## config.mk

```make
export PLATFORM = sky130hd
export DESIGN_NAME = inelastic_arbiter
export DESIGN_NICKNAME = d
export VERILOG_FILES = /design/src/rtl/inelastic_arbiter.sv
export SDC_FILE = /design/constraint.sdc
export NUM_CORES = 1
export LEC_CHECK = 0
export BUFFER_PORTS_ARGS = -buffer_cell sky130_fd_sc_hd__buf_2
export CORE_MARGIN = 2
export CORE_UTILIZATION = 30
export CTS_CLUSTER_SIZE = 20
export DETAILED_ROUTE_END_ITERATION = 16
export PLACE_DENSITY = 0.59
export SYNTH_ARGS = -nofsm -noshare
export SYNTH_HDL_FRONTEND = slang
export SYNTH_SLANG_ARGS = --single-unit
```

## constraint.sdc

```tcl
create_clock -name clk_i -period 1.75 [get_ports clk_i]
set_input_delay 0.4375 -clock clk_i [delete_from_list [all_inputs] [get_ports clk_i]]
set_output_delay 0.4375 -clock clk_i [all_outputs]
set_load 0.01 [all_outputs]
```

## src/rtl/inelastic_arbiter.sv

```systemverilog
// Two-requester round-robin arbiter feeding one shared output register.
// Requesters are accepted only when the register is empty or draining this cycle.
module inelastic_arbiter #(
  parameter int width_p          = 8,
  parameter bit datapath_reset_p = 1'b0
) (
  input  logic               clk_i,
  input  logic               reset_i,
  input  logic               a_valid_i,
  input  logic [width_p-1:0] a_data_i,
  output logic               a_ready_o,
  input  logic               b_valid_i,
  input  logic [width_p-1:0] b_data_i,
  output logic               b_ready_o,
  output logic               valid_o,
  output logic [width_p-1:0] data_o,
  output logic               src_o,
  input  logic               ready_i
);

  logic               valid_q, valid_d;
  logic               src_q, src_d;
  logic               prio_q, prio_d;
  logic [width_p-1:0] data_q, data_d;
  logic               space_s;
  logic               grant_valid_s;
  logic               grant_id_s;
  logic               load_s;

  // Grant selection; prio only matters when both requesters compete.
  always_comb begin
    grant_valid_s = 1'b0;
    grant_id_s    = 1'b0;
    case ({a_valid_i, b_valid_i})
      2'b10: begin
        grant_valid_s = 1'b1;
        grant_id_s    = 1'b0;
      end
      2'b01: begin
        grant_valid_s = 1'b1;
        grant_id_s    = 1'b1;
      end
      2'b11: begin
        grant_valid_s = 1'b1;
        grant_id_s    = prio_q;
      end
      default: begin
        grant_valid_s = 1'b0;
        grant_id_s    = 1'b0;
      end
    endcase
  end

  // Readies are masked by reset so no handshake can complete while it is held.
  always_comb begin
    space_s   = ~valid_q | ready_i;
    load_s    = space_s & grant_valid_s & ~reset_i;
    a_ready_o = load_s & ~grant_id_s;
    b_ready_o = load_s & grant_id_s;
    data_d    = grant_id_s ? b_data_i : a_data_i;
  end

  // Next-state for valid, source and round-robin pointer.
  always_comb begin
    valid_d = valid_q;
    src_d   = src_q;
    prio_d  = prio_q;
    if (load_s) begin
      valid_d = 1'b1;
      src_d   = grant_id_s;
      if (a_valid_i && b_valid_i) begin
        prio_d = ~grant_id_s;
      end else begin
        prio_d = prio_q;
      end
    end else if (valid_q && ready_i) begin
      valid_d = 1'b0;
    end else begin
      valid_d = valid_q;
    end
  end

  // Control state register.
  always_ff @(posedge clk_i or posedge reset_i) begin
    if (reset_i) begin
      valid_q <= 1'b0;
      src_q   <= 1'b0;
      prio_q  <= 1'b0;
    end else begin
      valid_q <= valid_d;
      src_q   <= src_d;
      prio_q  <= prio_d;
    end
  end

  if (datapath_reset_p) begin : g_data_rst
    // Shared data register, cleared by reset.
    always_ff @(posedge clk_i or posedge reset_i) begin
      if (reset_i) begin
        data_q <= {width_p{1'b0}};
      end else if (load_s) begin
        data_q <= data_d;
      end
    end
  end else begin : g_data_norst
    // Shared data register without reset.
    always_ff @(posedge clk_i) begin
      if (load_s) begin
        data_q <= data_d;
      end
    end
  end

  assign valid_o = valid_q;
  assign src_o   = src_q;
  assign data_o  = data_q;

endmodule
```

==> results.json, run 1 <==
{
  "synthCells": 34,
  "rsz0062_at_grt": "false",
  "drv_cap": 0,
  "synth-seq-cells": 11,
  "n_antenna_cell": 0,
  "n_fill_cell": 156,
  "pwr-share-comb_pct": 25.4,
  "drt_wl_total_mm": 1.02,
  "yosysWarnings": 0,
  "clock.fmax_mhz": 610,
  "die_x_um": 45.3,
  "path_clk_slew_ps": 70,
  "path_max_fanout": 3,
  "place.gp.congestion": 0.717,
  "reg2reg_depth": 3,
  "maxSlewHeadroom_pct": 84.6,
  "r2r-end": "data_o[1]",
  "coreArea_um2": 1560,
  "stdcell_count": 89,
  "finalCriticalPeriod_ps": 1640,
  "dp.cells": 85,
  "synth.avg_cell_area_um2": 15.0,
  "cp.depth": 4,
  "fin_area_um2": 738,
  "grt_max_degree": 9,
  "drc": 0,
  "cpMaxStageDelayCell": "dfrtp_1",
  "synth_ff_type": "edfxtp_1",
  "synth_area_leaders": "edfxtp_1 47%, mux2_2 18%, dfrtp_1 15%, o31ai_1 2.9%, nor4_2 2.5%",
  "ys_types": 16,
  "dr.pass1.iters": 4,
  "cts_resized": 0,
  "synth_top_area_share_pct": 47.1,
  "ant_nets": 0,
  "dr.max_layer_used": "met3",
  "worstPathArrival_ps": 1200,
  "end_kind": "output pin",
  "skew_ps": 1.49,
  "die_h_um": 45.3,
  "clkPwrFrac_pct": 24.7,
  "port-buffer-count": 32,
  "total_leakage_power_nw": 0.351,
  "cp_data_required_time_ps": 1310,
  "p_seq_share_pct": 50.0,
  "cts_max_level": 1,
  "ir_drop_uv": 482,
  "drive_above_1_share_pct": 71.2,
  "async_flop_share_pct": 27.3,
  "post-route-worst-setup-slack_ps": 111,
  "cts_made_buffers": 3,
  "dr_wl_met2_um": 498,
  "worst_slew_pin_slew_ps": 228,
  "antenna_found_initial": 0,
  "syn_to_final_growth_pct": 44.6,
  "setup.worst_path.class": "flip-flop to output pin",
  "p_int_w": 0.000506,
  "synth-edff-count": 8,
  "pre_cts_ws_ps": 159,
  "routedWlPerCell_um": 11.4,
  "switching_power_w": 0.000176,
  "numClockSinks": 11,
  "dieArea_um2": 2050,
  "drt_iter0_drc": 3,
  "vias_per_cell": 4.64,
  "crit_path_max_incr_delay_ps": 370,
  "place_area_um2": 712,
  "dr_wl_met3_um": 113,
  "hold_viol": 0,
  "first_global_vias": 341,
  "path_buf_inv": 1,
  "syn_area_um2": 510,
  "cp_top_family": "simple AND/OR/NAND/NOR gates",
  "cts_tree": "done",
  "clockBufferDepth": 2,
  "yosys-top-cells-count": "8 x edfxtp_1, 8 x mux2_2, 3 x dfrtp_1",
  "cts_setup_buffers": 0,
  "overflow": 0,
  "tns_ps": 0,
  "synth_top_cell_by_area": "edfxtp_1",
  "p_per_area_nw_per_um2": 923,
  "root_buffer": "clkbuf_4",
  "nets": 95,
  "switching_share_pct": 25.8,
  "initial_core_util_pct": 32.7,
  "synth_seq_area_share_pct": 61.8,
  "crit_end": "a_ready_o",
  "clock_latency_ps": 260,
  "startpoint_type": "flip-flop",
  "met1_length_um": 405,
  "outcome": "finished clean",
  "finalMaxSlewViolations": 0,
  "num_io_pins": 33,
  "setup_viol": 0,
  "row_count": 14,
  "dp_hpwl_um": 800,
  "syn-num-nets": 55,
  "fin_crit_sh_pct": 93.7,
  "ff2ff_setup_slack_ps": 380,
  "crit_start": "valid_o",
  "via_count": 413,
  "ctsHoldBuffers": 0,
  "grt_pass1_wl_mm": 1.44,
  "min_path_type": "input pin to asynchronous set/reset pin",
  "regToRegStartpoint": "prio_q",
  "path_cells": "and2b_1 > nor2_2 > and2_2 > buf_2",
  "grt_usage_pct": 10.5
}
==> logic make-up (layout without fill, tap and decap cells) <==
group                  after synthesis  after routing  synth area share (%)
buffers and inverters                4             43                  4.41
XOR/XNOR                             1              1                  1.72
AO/OA/AOI/OAI                        4              4                  6.13
multiplexers                         8              8                  17.6
AND/OR/NAND/NOR                      6              6                  8.33
flip-flops                          11             11                  61.8
==> routing by layer <==
metal | GRT usage (%) | vias up
li1 | - | 201
met1 | 12.4 | 188
met2 | 16.0 | 24
met3 | 7.20 | 0
met4 | 1.76 | 0
met5 | 0 | -
==> layout by cell type (no fill, tap or decap) <==
master	n
o31ai_1	2
clkbuf_4	3
xor2_1	1
o21ai_2	1
nor2_2	1
nand2b_1	1
clkbuf_1	1
dfrtp_1	3
buf_4	4
inv_1	2
nor4_2	1
edfxtp_1	8
inv_2	1
nor3_1	1
mux2_2	8
o21bai_1	1
buf_2	32
and2_2	1
and2b_1	1
==> power by group through the flow <==
stage	registers (W)	logic (W)	clock network, W
after floorplan	0.000358	0.0000890	0
after global placement	0.000345	0.000173	0
after detailed placement	0.000345	0.000174	0
after CTS	0.000341	0.000176	0.000176
after global routing	0.000345	0.000191	0.000189
final	0.000340	0.000173	0.000168
==> stage by stage <==
stage	power, W	hold slack (ps)	utilization, %
CTS	0.000693	77.4	47.4
detailed placement	0.000519	359	45.7
global placement	0.000518	354	45.7
global route	0.000725	91.9	47.4
finish	0.000681	86.3	47.4
floorplan	0.000447	191	-
==> state kept, by name, indices dropped and copies added, names as in the netlist <==
register and count:
valid_o 1, data_o 8, prio_q 1, src_o 1
==> area by class of cell <==
class                      count  area, um2  area share (%)
inverter                       3       11.3            1.53
sequential                    11        315            42.7
multi-input combinational     19        175            23.7
clock buffer                   4       26.3            3.56
tap                           16       20.0            2.71
timing repair buffer          36        190            25.8
==> worst min-delay path by stage <==
stage / startpoint / end / depth (start not counted)
6_report: reset_i / valid_o / 2
4_1_cts: reset_i / valid_o / 2
2_1_floorplan: reset_i / prio_q / 1
5_1_grt: reset_i / src_o / 2
3_5_place_dp: reset_i / prio_q / 2
3_3_place_gp: reset_i / prio_q / 2
No activity file was read; power rests on OpenSTA's default activity.
==> run 2, diff against run 1 <==
--- a/config.mk
+++ b/config.mk
@@ -6,7 +6,7 @@
 export NUM_CORES = 1
 export LEC_CHECK = 0
 export BUFFER_PORTS_ARGS = -buffer_cell sky130_fd_sc_hd__buf_2
-export CORE_MARGIN = 2
+export CORE_MARGIN = 4
 export CORE_UTILIZATION = 30
 export CTS_CLUSTER_SIZE = 20
 export DETAILED_ROUTE_END_ITERATION = 16
==> results.json, run 2 (same netlist as run 1, synthesis figures left out) <==
{
  "grt_usage_pct": 8.75,
  "dieArea_um2": 2430,
  "ctsHoldBuffers": 0,
  "clock.fmax_mhz": 598,
  "clockBufferDepth": 2,
  "crit_start": "valid_o",
  "path_clk_slew_ps": 70,
  "syn_to_final_growth_pct": 46.1,
  "worst_slew_pin_slew_ps": 242,
  "initial_core_util_pct": 32.7,
  "grt_max_degree": 9,
  "finalCriticalPeriod_ps": 1670,
  "cp_data_required_time_ps": 1310,
  "cts_tree": "done",
  "drt_iter0_drc": 1,
  "stdcell_count": 89,
  "ir_drop_uv": 398,
  "num_io_pins": 33,
  "first_global_vias": 386,
  "n_fill_cell": 145,
  "die_x_um": 49.3,
  "outcome": "finished clean",
  "end_kind": "output pin",
  "nets": 95,
  "overflow": 0,
  "rsz0062_at_grt": "false",
  "n_antenna_cell": 0,
  "ff2ff_setup_slack_ps": 360,
  "finalMaxSlewViolations": 0,
  "worstPathArrival_ps": 1230,
  "setup.worst_path.class": "flip-flop to output pin",
  "vias_per_cell": 4.49,
  "drive_above_1_share_pct": 71.2,
  "fin_crit_sh_pct": 95.5,
  "crit_path_max_incr_delay_ps": 370,
  "total_leakage_power_nw": 0.352,
  "dp.cells": 85,
  "setup_viol": 0,
  "maxSlewHeadroom_pct": 83.7,
  "place.gp.congestion": 0.757,
  "drt_wl_total_mm": 1.08,
  "ant_nets": 0,
  "finalPower_w": 0.000689,
  "root_buffer": "clkbuf_4",
  "hold_viol": 0,
  "via_count": 400,
  "port-buffer-count": 32,
  "mostFrequentLayoutCells": "32 x buf_2, 8 x mux2_2, 8 x edfxtp_1",
  "largest_reg_flops": 8,
  "drv_cap": 0,
  "regToRegStartpoint": "prio_q",
  "crit_end": "a_ready_o",
  "cts_max_level": 1,
  "p_per_area_nw_per_um2": 924,
  "grt_pass1_wl_mm": 1.67,
  "tns_ps": 0,
  "drc": 0,
  "cts_made_buffers": 3,
  "die_h_um": 49.3,
  "r2r-end": "data_o[6]",
  "antenna_found_initial": 0,
  "path_max_fanout": 5,
  "dr.pass1.iters": 4,
  "cpMaxStageDelayCell": "dfrtp_1",
  "mostFrequentLayoutCell": "buf_2",
  "dp_hpwl_um": 883,
  "skew_ps": 2.76,
  "path_cells": "and2b_1 > nor2_2 > and2_2 > buf_2",
  "row_count": 14,
  "reg2reg_depth": 3,
  "min_path_type": "input pin to asynchronous set/reset pin",
  "routedWlPerCell_um": 12.2,
  "coreArea_um2": 1560,
  "startpoint_type": "flip-flop",
  "clock_latency_ps": 260,
  "numClockSinks": 11
}
==> run 2: final cells by class <==
class | instances | area, um2 | share of cell area, %
inverters | 3 | 11.3 | 1.51
well taps | 16 | 20.0 | 2.68
flip-flops and latches | 11 | 315 | 42.3
repair buffers | 36 | 190 | 25.5
clock buffers | 4 | 26.3 | 3.52
multi-input cells | 19 | 183 | 24.5
==> run 2: repair_timing <==
item,in CTS,in global routing
buffers inserted,0,0
gates resized for setup,0,1
setup endpoints to repair,0,1
==> run 2: critical path, delay by kind of cell, from the launching register on <==
kind	cells	cell delay (ps)
buffers and inverters	1	120
flip-flops	1	370
AND/OR/NAND/NOR	3	480
==> run 2: worst min-delay path by stage <==
stage               to  slack (ps)  depth (start not counted)
2_1_floorplan   prio_q         190                          1
3_3_place_gp    prio_q         360                          2
3_5_place_dp    prio_q         360                          2
4_1_cts        valid_o          70                          2
5_1_grt         prio_q          80                          2
6_report       valid_o          80                          2
==> run 2: power breakdown <==
group / internal, W / switching [W] / total [W]
registers: 0.000323 / 0.0000211 / 0.000344
logic: 0.0000968 / 0.0000781 / 0.000175
clock network: 0.0000879 / 0.0000824 / 0.000170
total: 0.000508 / 0.000182 / 0.000689
==> run 2: layer usage <==
metal	wire length [um]	share of wire, %	GRT usage (%)	up-vias
li1	-	-	-	204
met1	491	45	11.4	179
met2	516	48	13.6	17
met3	73	6.7	3.67	0
met4	0	0	1.42	0
met5	0	0	0	-
==> run 2: through the flow <==
step	hold WS (ps)	setup slack [ps]	utilization (%)	cell area (um2)
2_1_floorplan	191	132	-	513
3_3_place_gp	355	125	45.7	712
3_5_place_dp	357	125	45.7	712
4_1_cts	71.7	26.2	47.4	738
5_1_grt	81.3	0.638	47.8	746
6_report	77.2	78.5	47.8	746
==> run 3, diff against run 2 <==
--- a/config.mk
+++ b/config.mk
@@ -5,12 +5,13 @@
 export SDC_FILE = /design/constraint.sdc
 export NUM_CORES = 1
 export LEC_CHECK = 0
+export ABC_CLOCK_PERIOD_IN_PS = 1750
 export BUFFER_PORTS_ARGS = -buffer_cell sky130_fd_sc_hd__buf_2
 export CORE_MARGIN = 4
 export CORE_UTILIZATION = 30
 export CTS_CLUSTER_SIZE = 20
 export DETAILED_ROUTE_END_ITERATION = 16
-export PLACE_DENSITY = 0.59
+export PLACE_DENSITY = 0.68
 export SYNTH_ARGS = -nofsm -noshare
 export SYNTH_HDL_FRONTEND = slang
 export SYNTH_SLANG_ARGS = --single-unit
==> results.json, run 3 (same netlist as run 1, synthesis figures left out) <==
{
  "ant_nets": 0,
  "dr.pass1.iters": 1,
  "drive_above_1_share_pct": 72.6,
  "finalMaxSlewViolations": 0,
  "nets": 95,
  "finalPower_w": 0.000693,
  "n_fill_cell": 144,
  "register_area_um2": 315,
  "clock.fmax_mhz": 599,
  "overflow": 0,
  "reg2reg_depth": 3,
  "ff2ff_setup_slack_ps": 340,
  "drt_iter0_drc": 0,
  "setup_viol": 0,
  "gr-max-usage-layer": "met2",
  "coreArea_um2": 1560,
  "grt_max_degree": 9,
  "antenna_found_initial": 0,
  "vias_per_cell": 4.63,
  "ir_drop_uv": 453,
  "skew_ps": 0.316,
  "syn_to_final_growth_pct": 48.5,
  "die_h_um": 49.3,
  "outcome": "finished clean",
  "drt_wl_total_mm": 1.12,
  "mostFrequentLayoutCell": "buf_2",
  "maxSlewHeadroom_pct": 78.1,
  "routedWlPerCell_um": 12.6,
  "die_x_um": 49.3,
  "mostFrequentLayoutCells": "31 x buf_2, 8 x mux2_2, 8 x edfxtp_1",
  "numClockSinks": 11,
  "place.gp.congestion": 0.710,
  "initial_core_util_pct": 32.7,
  "num_io_pins": 33,
  "grt_usage_pct": 9.75,
  "tns_ps": 0,
  "rsz0062_at_grt": "false",
  "path_max_fanout": 4,
  "cts_made_buffers": 3,
  "grt_use_met2_pct": 17.2,
  "clockBufferDepth": 2,
  "p_per_area_nw_per_um2": 915,
  "crit_end": "a_ready_o",
  "first_global_vias": 406,
  "dp_hpwl_um": 927,
  "root_buffer": "clkbuf_4",
  "regToRegStartpoint": "prio_q",
  "n_antenna_cell": 0,
  "min_path_type": "input pin to asynchronous set/reset pin",
  "drv_cap": 0,
  "via_count": 412,
  "cts_max_level": 1,
  "worst_slew_pin_slew_ps": 328,
  "largest_reg_flops": 8,
  "met3_usage_pct": 4.59,
  "path_clk_slew_ps": 70,
  "finalCriticalPeriod_ps": 1670,
  "dieArea_um2": 2430,
  "r2r-end": "data_o[4]",
  "setup.worst_path.class": "flip-flop to output pin",
  "end_kind": "output pin",
  "total_leakage_power_nw": 0.354,
  "cp_data_required_time_ps": 1310,
  "multi_input_area_um2": 189,
  "clock_latency_ps": 260,
  "cts_tree": "done",
  "drc": 0,
  "grtUsageMet1_pct": 9.60,
  "ctsHoldBuffers": 0,
  "hold_viol": 0,
  "port-buffer-count": 32,
  "crit_start": "valid_o",
  "row_count": 14,
  "grt_pass1_wl_mm": 1.78,
  "fin_crit_sh_pct": 95.4,
  "startpoint_type": "flip-flop",
  "worstPathArrival_ps": 1230
}
[run 3: cell type report]
| cell class | count | area share (%) |
|---|---|---|
| Clock buffer | 4 | 3.47 |
| Inverter | 3 | 1.49 |
| Multi-Input combinational cell | 19 | 24.9 |
| Sequential cell | 11 | 41.6 |
| Tap cell | 16 | 2.64 |
| Timing Repair Buffer | 36 | 25.9 |
[run 3: through the flow]
| stage | std cells | hold slack, ps | area [um2] | util, % | worst slack, ps |
|---|---|---|---|---|---|
| floorplan | 34 | 191 | 513 | - | 132 |
| global placement | 85 | 356 | 712 | 45.7 | 133 |
| detailed placement | 85 | 364 | 712 | 45.7 | 140 |
| CTS | 89 | 73.1 | 738 | 47.4 | 23.6 |
| global route | 89 | 95.0 | 758 | 48.6 | 1.79 |
| finish | 89 | 86.0 | 758 | 48.6 | 80.5 |
[run 3: worst min path at each step]
stage / from / endpoint / slack (ps)
6_report: reset_i / prio_q / 90
5_1_grt: reset_i / prio_q / 100
4_1_cts: reset_i / prio_q / 70
3_5_place_dp: reset_i / valid_o / 360
3_3_place_gp: reset_i / valid_o / 360
2_1_floorplan: reset_i / prio_q / 190
[run 3: report_power, final]
group	switching, W	internal, W	total, W
logic	0.0000778	0.000100	0.000178
clock network	0.0000798	0.0000881	0.000168
registers	0.0000241	0.000323	0.000348
[run 3: critical path, cell delays in order (launching register included)]
cell and delay (ps):
dfrtp_1 380, and2b_2 240, nor2_4 110, and2_2 150
buf_6 100
[run 3: repair_timing]
action | CTS | global route
resized for setup | 0 | 4
setup endpoints to repair | 0 | 1
buffers inserted | 0 | 0
[run 3: routing by layer]
| layer | vias to the layer above | wire (um) |
|---|---|---|
| li1 | 203 | - |
| met1 | 190 | 418 |
| met2 | 17 | 599 |
| met3 | 2 | 86 |
| met4 | 0 | 14 |
| met5 | - | 0 |
